## config.mk

```make
export PLATFORM = sky130hd
export DESIGN_NAME = adc_scan_sequencer
export DESIGN_NICKNAME = d
export VERILOG_FILES = /design/src/rtl/adc_scan_sequencer.sv
export SDC_FILE = /design/constraint.sdc
export NUM_CORES = 1
export LEC_CHECK = 0
export ABC_CLOCK_PERIOD_IN_PS = 7500
export CORE_ASPECT_RATIO = 0.8
export CORE_MARGIN = 10
export CORE_UTILIZATION = 60
export DETAILED_ROUTE_END_ITERATION = 12
export GPL_ROUTABILITY_DRIVEN = 1
export HOLD_SLACK_MARGIN = 0.12
export PLACE_DENSITY = 0.83
export SYNTH_ARGS = -nofsm -noshare
export SYNTH_HDL_FRONTEND = slang
export SYNTH_SLANG_ARGS = --single-unit
```

## constraint.sdc

```tcl
create_clock -name clk -period 7.5 [get_ports clk]
set_input_delay 1.125 -clock clk [delete_from_list [all_inputs] [get_ports clk]]
set_output_delay 1.125 -clock clk [all_outputs]
set_load 0.02 [all_outputs]
```

## src/rtl/adc_scan_sequencer.sv

```systemverilog
// adc_scan_sequencer: round-robin conversion scan of an 8-channel serial SAR ADC, one result strobe per enabled channel.
// Latency: start to first res_valid = 1 + 2*(CONV_CYCLES + RES_W*2*CLK_DIV) clk, because the first frame only programs the ADC.
// Backpressure: none; res_valid and scan_done are single-cycle strobes the consumer must take when offered.
// Build option ADC_AVG_EN: each channel is converted on 4 consecutive frames and reported as floor(sum/4).
module adc_scan_sequencer #(
  parameter int  CLK_DIV     = 4,
  parameter int  CONV_CYCLES = 80,
  parameter int  NUM_CH      = 8,
  parameter int  RES_W       = 12,
  localparam int CH_W        = $clog2(NUM_CH)
) (
  input  logic              clk,
  input  logic              reset,
  input  logic [NUM_CH-1:0] ch_enable,
  input  logic              start,
  input  logic              continuous,
  output logic              busy,
  output logic              adc_sclk,
  output logic              adc_cs_n,
  output logic              adc_din,
  input  logic              adc_dout,
  output logic              res_valid,
  output logic [CH_W-1:0]   res_ch,
  output logic [RES_W-1:0]  res_data,
  output logic              scan_done
);

  localparam int BIT_W = $clog2(RES_W);

  typedef enum logic [1:0] {S_IDLE, S_CONV, S_SHIFT, S_DONE} state_t;

  state_t            state_q, state_d;
  logic [NUM_CH-1:0] mask_q, mask_d;
  logic [CH_W-1:0]   cur_ch_q, cur_ch_d;    // channel programmed by the current frame
  logic [CH_W-1:0]   prev_ch_q, prev_ch_d;  // channel whose result the current frame returns
  logic              first_q, first_d;      // current frame is the pipeline-priming dummy
  logic              last_q, last_d;        // current frame re-issues the last channel and ends the scan
  logic [15:0]       cnt_q, cnt_d;
  logic [BIT_W-1:0]  bit_q, bit_d;
  logic [RES_W-1:0]  sh_q, sh_d;
  logic [RES_W-1:0]  cfg_q, cfg_d;          // MSB is the adc_din pin
  logic              sclk_q, sclk_d;
  logic              cs_n_q, cs_n_d;
  logic              busy_q, busy_d;
  logic              res_valid_q, res_valid_d;
  logic [CH_W-1:0]   res_ch_q, res_ch_d;
  logic [RES_W-1:0]  res_data_q, res_data_d;
  logic              done_q, done_d;
  logic [CH_W-1:0]   first_ch, nxt_ch;
  logic              nxt_found, launch, advance;
`ifdef ADC_AVG_EN
  logic [1:0]        rep_q, rep_d;
  logic [1:0]        acc_cnt_q, acc_cnt_d;
  logic [RES_W+1:0]  acc_q, acc_d, acc_sum;
`endif

  // ADC control word: single-ended, channel select, unipolar, no nap, padded with zeros
  function automatic logic [RES_W-1:0] cfg_word(input logic [2:0] ch);
    cfg_word = {1'b1, ch[0], ch[2:1], 1'b1, 1'b0, {(RES_W-6){1'b0}}};
  endfunction

  // Lowest enabled channel of the live mask (used when a scan is launched)
  always_comb begin
    first_ch = '0;
    for (int i = NUM_CH - 1; i >= 0; i--) begin
      if (ch_enable[i]) first_ch = CH_W'(i);
    end
  end

  // Next enabled channel above the current one in the latched mask
  always_comb begin
    nxt_found = 1'b0;
    nxt_ch    = '0;
    for (int i = NUM_CH - 1; i >= 0; i--) begin
      if (mask_q[i] && (CH_W'(i) > cur_ch_q)) begin
        nxt_found = 1'b1;
        nxt_ch    = CH_W'(i);
      end
    end
  end

  // Next-state and output decode for the scan FSM
  always_comb begin
    state_d     = state_q;
    mask_d      = mask_q;
    cur_ch_d    = cur_ch_q;
    prev_ch_d   = prev_ch_q;
    first_d     = first_q;
    last_d      = last_q;
    cnt_d       = cnt_q;
    bit_d       = bit_q;
    sh_d        = sh_q;
    cfg_d       = cfg_q;
    sclk_d      = sclk_q;
    cs_n_d      = cs_n_q;
    busy_d      = busy_q;
    res_valid_d = 1'b0;
    res_ch_d    = res_ch_q;
    res_data_d  = res_data_q;
    done_d      = 1'b0;
    launch      = 1'b0;
    advance     = 1'b1;
`ifdef ADC_AVG_EN
    rep_d       = rep_q;
    acc_cnt_d   = acc_cnt_q;
    acc_d       = acc_q;
    acc_sum     = '0;
`endif

    case (state_q)
      S_IDLE: begin
        if (start && (|ch_enable)) launch = 1'b1;
      end

      S_CONV: begin
        cnt_d = cnt_q + 16'd1;
        if (cnt_q == 16'(CONV_CYCLES - 1)) begin
          state_d = S_SHIFT;
          cnt_d   = '0;
          bit_d   = '0;
          cs_n_d  = 1'b0;
          sclk_d  = 1'b0;
          cfg_d   = cfg_word(3'(cur_ch_q));
        end
      end

      S_SHIFT: begin
        cnt_d = cnt_q + 16'd1;
        if (cnt_q == 16'(CLK_DIV - 1)) begin
          // rising sclk: capture the ADC bit
          sclk_d = 1'b1;
          sh_d   = {sh_q[RES_W-2:0], adc_dout};
        end
        if (cnt_q == 16'(2 * CLK_DIV - 1)) begin
          sclk_d = 1'b0;
          cnt_d  = '0;
          if (bit_q == BIT_W'(RES_W - 1)) begin
            cs_n_d    = 1'b1;
            cfg_d     = '0;
            bit_d     = '0;
            first_d   = 1'b0;
            prev_ch_d = cur_ch_q;
            if (!first_q) begin
`ifdef ADC_AVG_EN
              acc_sum   = acc_q + {2'b00, sh_q};
              acc_cnt_d = acc_cnt_q + 2'd1;
              if (acc_cnt_q == 2'd3) begin
                res_valid_d = 1'b1;
                res_ch_d    = prev_ch_q;
                res_data_d  = acc_sum[RES_W+1:2];
                acc_d       = '0;
              end else begin
                acc_d = acc_sum;
              end
`else
              res_valid_d = 1'b1;
              res_ch_d    = prev_ch_q;
              res_data_d  = sh_q;
`endif
            end
            if (last_q) begin
              state_d = S_DONE;
            end else begin
              state_d = S_CONV;
`ifdef ADC_AVG_EN
              rep_d   = rep_q + 2'd1;
              advance = (rep_q == 2'd3);
`endif
              if (advance) begin
                if (nxt_found) cur_ch_d = nxt_ch;
                else           last_d   = 1'b1;
              end
            end
          end else begin
            // falling sclk: present the next config bit
            bit_d = bit_q + BIT_W'(1);
            cfg_d = {cfg_q[RES_W-2:0], 1'b0};
          end
        end
      end

      S_DONE: begin
        done_d = 1'b1;
        if (continuous && (|ch_enable)) begin
          launch = 1'b1;
        end else begin
          state_d = S_IDLE;
          busy_d  = 1'b0;
        end
      end

      default: state_d = S_IDLE;
    endcase

    // Scan launch: latch the mask and prime the pipeline with a dummy frame
    if (launch) begin
      state_d  = S_CONV;
      mask_d   = ch_enable;
      cur_ch_d = first_ch;
      first_d  = 1'b1;
      last_d   = 1'b0;
      cnt_d    = '0;
      busy_d   = 1'b1;
`ifdef ADC_AVG_EN
      rep_d     = '0;
      acc_cnt_d = '0;
      acc_d     = '0;
`endif
    end
  end

  // State and datapath registers
  always_ff @(posedge clk or posedge reset) begin
    if (reset) begin
      state_q     <= S_IDLE;
      mask_q      <= '0;
      cur_ch_q    <= '0;
      prev_ch_q   <= '0;
      first_q     <= 1'b0;
      last_q      <= 1'b0;
      cnt_q       <= '0;
      bit_q       <= '0;
      sh_q        <= '0;
      cfg_q       <= '0;
      sclk_q      <= 1'b0;
      cs_n_q      <= 1'b1;
      busy_q      <= 1'b0;
      res_valid_q <= 1'b0;
      res_ch_q    <= '0;
      res_data_q  <= '0;
      done_q      <= 1'b0;
`ifdef ADC_AVG_EN
      rep_q       <= '0;
      acc_cnt_q   <= '0;
      acc_q       <= '0;
`endif
    end else begin
      state_q     <= state_d;
      mask_q      <= mask_d;
      cur_ch_q    <= cur_ch_d;
      prev_ch_q   <= prev_ch_d;
      first_q     <= first_d;
      last_q      <= last_d;
      cnt_q       <= cnt_d;
      bit_q       <= bit_d;
      sh_q        <= sh_d;
      cfg_q       <= cfg_d;
      sclk_q      <= sclk_d;
      cs_n_q      <= cs_n_d;
      busy_q      <= busy_d;
      res_valid_q <= res_valid_d;
      res_ch_q    <= res_ch_d;
      res_data_q  <= res_data_d;
      done_q      <= done_d;
`ifdef ADC_AVG_EN
      rep_q       <= rep_d;
      acc_cnt_q   <= acc_cnt_d;
      acc_q       <= acc_d;
`endif
    end
  end

  assign busy      = busy_q;
  assign adc_sclk  = sclk_q;
  assign adc_cs_n  = cs_n_q;
  assign adc_din   = cfg_q[RES_W-1];
  assign res_valid = res_valid_q;
  assign res_ch    = res_ch_q;
  assign res_data  = res_data_q;
  assign scan_done = done_q;

endmodule

```

# Yosys cells after proc, flatten, opt, wreduce, memory -nomap -nowiden
# Cells that the tools add are included.
# totals
ff_bits	82
ram_bits	0
word_cells	152
inputBits	13
mem_bits_ro	0
mem_count	0
out_inout_bits	21
latch_bits	0
# op_classes
bitwise	1
n_eq_ne	17
n_shift	0
reduce_logical	30
add_sub_neg	2
mul	0
div	0
mux	77
order_cmp	8
# op_table
operator	n
two-way mux 3 bit	22
two-way mux 16 bit	3
two-way mux 12 bit	3
two-way mux 1 bit	33
one-hot mux 16 bit (2 select lines)	1
one-hot mux 12 bit (2 select lines)	1
adder 16 x 1 -> 16 bit, second input constant	1
equality test 16 x 2 -> 1 bit, second input constant	1
equality test 16 x 3 -> 1 bit, second input constant	1
equality test 16 x 7 -> 1 bit, second input constant	1
!= test 3 bit, second input constant	5
> comparator 3 bit, first input constant	4
two-way mux 2 bit	6
two-way mux 4 bit	3
AND reduction 3 bit	4
nonzero test 2 bit	6
logical AND 1 bit	10
AND reduction 5 bit	2
!= test 2 bit, second input constant	4
one-hot mux 4 bit (2 select lines)	1
AND reduction 4 bit	2
OR reduction 8 bit	1
> comparator 1 x 3 -> 1 bit, first input constant	2
> comparator 2 x 3 -> 1 bit, first input constant	2
other kinds (12)	16

# Longest topological paths before layout
# Gate-level depths: netlist of run 1.
# logic_depth
word_depth	16
mapped_depth	9
ltp_nobuf	8

# Worst setup path before layout of run 1
# No wires, ideal clock.
# synth_timing
kind	input to register
from	in ch_enable[7]
to	reg cnt_q[12]
stages	7
path_slack_ps	4758
t_arrival_ps	2614
setup_time_ps	127
cell_sequence	or4_1 -> clkbuf_1 -> o211ai_2 -> a211oi_1 -> nand4_1 -> xor2_1 -> nor2_1
# synth_via
elab_chain_len	5
# synth_lines
element	line_no	rtl
start, declared	14	input logic [NUM_CH-1:0] ch_enable,
OR reduction 8 bit (*)	112, 184	
logical AND 1 bit, on equally long branches	184, 112	
two-way mux 1 bit, on equally long branches	184, 112	
one-hot mux 1 bit (2 select lines) (*)	110	case (state_q)
nonzero test 3 bit (no source line) / two-way mux 16 bit (equally long branches)	-	
end signal, assigned	244	cnt_q <= cnt_d;
end, declared	38	logic [15:0] cnt_q, cnt_d;
# Mark *: on every way between the ends. The rest lies on a longest branch, timed or not.
# A chain may end at the register's enable or synchronous reset.

# Worst setup path after layout of run 1
# layout_timing
from	in ch_enable[4]
to	reg cnt_q[9]
# The elaborated chain is that of the path after synthesis.

==> summary.md, run 1 <==
| Metric | Value |
|---|---|
| PwrDens | 312 nW/µm² |
| Postcts setup bufs | 0 |
| FP Rows | 25 |
| Worst R2R Path Depth | 5 |
| Max clock buf depth | 2 |
| Synthesized area | 3710 µm² |
| Peak supply drop | 0.234 mV |
| Layout Utilization | 72.0% |
| Reg clk slew, reported paths | 0.08 ns |
| Final total power | 1330 µW |
| Buf/Inv on CP | 1 |
| Post-route clock period utilization | 45.6% |
| Global-route wire length before repair | 13,400 µm |
| Remaining Overflow, GRT | 0 |
| Unrepaired setup endpoints after global routing | no |
| Post-synth top flop | dfrtp_1 |
| Worst Max-Slew Pin Slew | 0.959 ns |
| Area delta synth->final | 15.2% |
| Setup slack, reg-to-reg | 4.55 ns |
| Setup TNS | 0 ns |
| Ys async rst share | 100% |
| Root Driver | clkbuf_8 |
| Initial antenna violation count | 0 |
| Worst hold slack | 0.487 ns |
| Yosys cell types | 63 |
| Synthesized flop and latch total | 74 |
| Setup-failing EPs final | 0 |
| Port Buffers | 33 |
| Hold Crit Start | res_data[4] |
| ANT nets after route | 0 |
| Outcome | complete, no violations |
| CTS tree | yes |
| Fmax | 292 MHz |
| Cells after synthesis | 355 |
| Post-CTS Hold Buffers | 0 |
| Final hold vios | 0 |
| DR WL/cell | 16.4 µm |
| Area of the core | 5940 µm² |
| Max-slew headroom | 35.6% |
| Largest stage delay, worst path | 0.63 ns |
| Die Y | 90.4 µm |
| Clock Sinks | 74 |
| Number of global-route vias before repair | 2,772 |
| Sequential area share after synthesis | 49.9% |
| Detailed placement HPWL | 5450 µm |
| Minimum clock period | 3.42 ns |
| # IOs | 34 |
| Layout Nets | 402 |
| Largest net degree at the start of global routing | 75 |
| Top cells by area, synth | dfrtp_1, mux2_2, nand2_1, mux2_1, nor2_1 |
| Overall die area | 9760 µm² |
| DRT iter0 DRCs | 222 |
| Yosys top cell area share | 49.2% |
| Share of post-route cells with drive strength above 1 | 13.1% |
| Delay-heaviest family, CP | compound AO/OA/AOI/OAI gates |
| Post-synth EDFFs | 0 |
| WP data required | 7.70 ns |
| Yosys warns | 0 |
| Hold endpoint | res_data[4] |
| Max-cap check violation count | 0 |
| Vias | 2,740 |
| Final wirelength | 7700 µm |
| Pleak | 0.00195 µW |
| Critical R2R Capture | res_data[10] |
| Syn Area/Cell | 10.5 µm² |
| Initial Util | 62.5% |
| Final GP Congestion | 0.874 |
| Critical Path End Type | flip-flop |
| Worst Hold Class | flip-flop to flip-flop |
| Min-Delay Path Depth | 1 |
| Worst-path fanout max | 18 |
| Via density | 5.84 |
| Leading area contributor after synthesis | dfrtp_1 |
| Die W | 108 µm |
| FF-to-FF Start | cnt_q[7] |
| Gates resized, CTS repair | 0 |
| Total track usage | 16.6% |
| Max-slew violations | 0 |
| Startpoint Class | input pin |
| CTS buffer count | 9 |
| H-tree lvl count | 3 |
| Synth top cells by count | dfrtp_1, nand2_1, nor2_1 |
| Setup CP Type | input pin to flip-flop |
| DRC | 0 |
| Fillers | 456 |
| Top-count cell post-synth | dfrtp_1 |
| Initial DRT Pass Iterations | 5 |
| Mapped Nets | 374 |
| Worst-path cell chain | clkdlybuf4s50_1, or4_1, o211ai_2, a211oi_1, nand4_1, xor2_1, nor2_1 |
| Worst Skew | 0.00947 ns |
| # diodes | 0 |
| Slowest stage cell, crit path | o211ai_2 |
| Worst skew pair latency | 0.35 ns |
| WP data arrival | 3.62 ns |
==> worst max path at each step <==
stage	from	endpoint	slack, ns	depth (start not counted)
5_1_grt	ch_enable[4]	cnt_q[9]	3.93	7
4_1_cts	ch_enable[4]	cnt_q[9]	4.11	7
2_1_floorplan	reset	adc_sclk	4.50	1
3_3_place_gp	ch_enable[4]	cnt_q[12]	3.85	7
3_5_place_dp	ch_enable[4]	cnt_q[9]	3.72	7
6_report	ch_enable[4]	cnt_q[9]	4.08	7
==> registers in the layout, summed over array words and instances, names as in the netlist <==
signal and flops:
cnt_q 16, res_data 12, sh_q 12, mask_q 7, cfg_q 5, bit_q 4
cur_ch_q 3, prev_ch_q 3, res_ch 3, state_q 2, adc_cs_n 1, adc_sclk 1
busy 1, first_q 1, last_q 1, res_valid 1, scan_done 1
==> through the flow <==
step	cell area (µm²)	instances	setup WS [ns]
after floorplan	3710	355	4.50
after global placement	4070	453	3.85
after detailed placement	4070	453	3.72
after CTS	4280	469	4.11
after global routing	4280	469	3.93
final	4280	469	4.08
==> cell type report <==
type | count | area (µm²) | share of cell area [%]
Clock buffer | 9 | 124 | 2.89
Clock inverter | 7 | 82.6 | 1.93
Inverter | 14 | 52.6 | 1.23
Multi-Input combinational cell | 250 | 1730 | 40.4
Sequential cell | 74 | 1850 | 43.3
Tap cell | 81 | 101 | 2.37
Timing Repair Buffer | 34 | 338 | 7.89
==> power by group <==
group / switching, µW / internal (µW)
sequential: 81.6 / 465
clock: 159 / 159
combinational: 282 / 187
==> layer usage <==
layer	part of all wire, %	GRT usage [%]	up-vias	wire length [µm]
met5	0	0	-	0
met4	0.90	3.11	0	69
met3	6.8	5.85	10	525
met2	48	26.4	96	3670
met1	45	21.4	1337	3430
li1	-	-	1297	-
==> kinds of logic (layout without fill, tap and decap cells) <==
family	count (synthesis)	after routing	synth area share [%]
xor gates and xnor gates	13	13	3.07
DFF	74	74	49.9
adders and majority gates	6	6	2.02
AOI/OAI and AO/OA	60	60	12.0
buffers and inverters	31	64	3.57
muxes	36	36	10.7
and+or+nand+nor	135	135	18.7
==> layout by cell type (no fill, tap or decap), types with 3 or more instances in the layout <==
cell,Yosys,layout
xnor2_1,3,3
nor3_1,7,7
dfrtp_1,73,73
nand2_1,42,42
a22oi_1,5,5
nor2_1,39,39
a21oi_1,11,11
xor2_1,10,10
or3_1,3,3
clkdlybuf4s50_1,0,33
mux2_2,18,18
inv_1,14,13
nand4_1,4,4
a22o_1,3,3
nand3_1,10,10
mux2i_1,5,5
mux2_1,13,13
clkbuf_8,0,9
a21o_1,3,3
o21a_1,3,3
ha_1,6,6
o21ai_0,13,13
nand2b_1,4,4
inv_6,0,3
(Power assumes the default switching activity.)
==> run 2, diff against run 1 <==
ABC_CLOCK_PERIOD_IN_PS = 3000   (was 7500)
CORE_UTILIZATION = 52   (was 60)
PLACE_DENSITY = 0.76   (was 0.83)
clock period = 3 ns   (was 7.5 ns; I/O delays follow)
==> run 2 against run 1 <==
Design area is 1.4% higher. Critical endpoint is now res_ch[0]. Worst setup slack worse by 3.6 ns. Largest cell class unchanged. Final cell count is 2.3% higher. Critical path type is now flip-flop to flip-flop.
==> summary.md, run 2 (synthesis results as in run 1) <==
| Metric | Value |
|---|---|
| Outcome | complete, no violations |
| Global-route wire length before repair | 12,900 µm |
| Die W | 114 µm |
| Detailed placement HPWL | 5520 µm |
| CTS buffer count | 9 |
| Initial antenna violation count | 0 |
| CTS tree | yes |
| Initial DRT Pass Iterations | 4 |
| Worst Skew | 0.00810 ns |
| Unrepaired setup endpoints after global routing | no |
| Layout Nets | 407 |
| Setup CP Type | flip-flop to flip-flop |
| Pleak | 0.00198 µW |
| Worst skew pair latency | 0.35 ns |
| Final hold vios | 0 |
| Worst-path fanout max | 15 |
| Gates resized, CTS repair | 0 |
| Root Driver | clkbuf_8 |
| Die Y | 95.6 µm |
| WP data arrival | 2.80 ns |
| Setup slack, reg-to-reg | 0.44 ns |
| Fillers | 559 |
| Post-CTS Hold Buffers | 0 |
| Placed cell area | 4130 µm² |
| Clock Sinks | 74 |
| Final wirelength | 7540 µm |
| Reg clk slew, reported paths | 0.08 ns |
| Max-slew violations | 0 |
| Vias | 2,680 |
| Critical Path End Type | flip-flop |
| WP data required | 3.23 ns |
| Max-slew headroom | 38.9% |
| Hold endpoint | prev_ch_q[1] |
| ANT nets after route | 0 |
| Commonest non-fill, non-tap cells in the layout | dfrtp_1, nand2_1, nor2_1 |
| Setup-failing EPs final | 0 |
| Hold Crit Start | prev_ch_q[1] |
| Area delta synth->final | 16.8% |
| Overall die area | 10,900 µm² |
| Final GP Congestion | 0.819 |
| PwrDens | 775 nW/µm² |
| Max reg flops | 16 |
| Peak supply drop | 0.532 mV |
| Area of the core | 6930 µm² |
| DR WL/cell | 15.7 µm |
| DRC | 0 |
| # diodes | 0 |
| Post-route clock period utilization | 85.5% |
| Worst Max-Slew Pin Slew | 0.911 ns |
| Postcts setup bufs | 0 |
| Reg area | 1850 µm² |
| Share of post-route cells with drive strength above 1 | 14.2% |
| Critical R2R Capture | res_ch[0] |
| Largest net degree at the start of global routing | 47 |
| Min-Delay Path Depth | 2 |
| Setup TNS | 0 ns |
| Total track usage | 14.5% |
| FP Rows | 27 |
| Max-cap check violation count | 0 |
| Port Buffers | 33 |
| Worst Hold Class | flip-flop to flip-flop |
| Via density | 5.58 |
| Critical Path Source | cnt_q[7] |
| # IOs | 34 |
| Top reg by flops | cnt_q |
| Worst R2R Path Depth | 6 |
| Multi-input logic area | 1730 µm² |
| Design area | 4340 µm² |
| Initial Util | 53.6% |
| Fmax | 390 MHz |
| Number of global-route vias before repair | 2,602 |
| Minimum clock period | 2.56 ns |
| DRT iter0 DRCs | 165 |
| Remaining Overflow, GRT | 0 |
| FF-to-FF Start | cnt_q[7] |
| H-tree lvl count | 3 |
| Most common cell after layout, fill and taps aside | dfrtp_1 |
| Startpoint Class | flip-flop |
| Max clock buf depth | 2 |
run 2: cell types whose count changed in the layout (fill, tap and decap cells not counted), sizes merged:
| cell | delta |
|---|---|
| clkbuf | +1 |
| inv | -2 |
| clkinv | +1 |
| buf | +5 |
run 2: how the worst max path moves through the flow:
stage	end	slack [ns]	cells past startpoint
5_1_grt	sh_q[0]	0.29	5
2_1_floorplan	res_ch[2]	0.58	6
3_5_place_dp	cnt_q[4]	0.27	7
3_3_place_gp	cnt_q[15]	0.38	7
6_report	res_ch[0]	0.44	6
4_1_cts	res_ch[0]	0.42	6
run 2: through the flow:
stage / cells / worst slack, ns / utilization, % / hold slack, ns / total power, µW
floorplan: 355 / 0.580 / - / 0.444 / 2250
global placement: 464 / 0.383 / 59.7 / 0.456 / 2530
detailed placement: 464 / 0.275 / 59.7 / 0.465 / 2570
CTS: 480 / 0.418 / 62.7 / 0.479 / 3380
global route: 480 / 0.294 / 62.7 / 0.514 / 3600
finish: 480 / 0.436 / 62.7 / 0.479 / 3360
run 2: worst max-delay path, cell delays in order (launching register included):
cell	delay, ns
dfrtp_1	0.44
or4_4	0.61
nor4_2	0.45
nand2_1	0.18
nor4_4	0.15
buf_4	0.27
mux2_2	0.36
run 2: layout make-up:
cell class              count  share of cell area, %
clock buffers              10                   3.17
clock inverters             6                   1.64
inverters                  14                   1.21
multi-input cells         250                   39.8
flip-flops and latches     74                   42.7
well taps                  87                   2.51
repair buffers             39                   8.94
run 2: metal layers:
layer / wire [µm] / global-route usage [%] / up-vias
met5: 0 / 0 / -
met2: 3300 / 21.0 / 68
met1: 3710 / 20.2 / 1289
met4: 73 / 5.31 / 0
li1: - / - / 1318
met3: 453 / 4.02 / 5
run 2: power by group:
part           switching [µW]  internal (µW)  leakage, µW
Combinational             703            492     0.000902
Clock                     385            414    0.0000995
Sequential                206           1160     0.000978
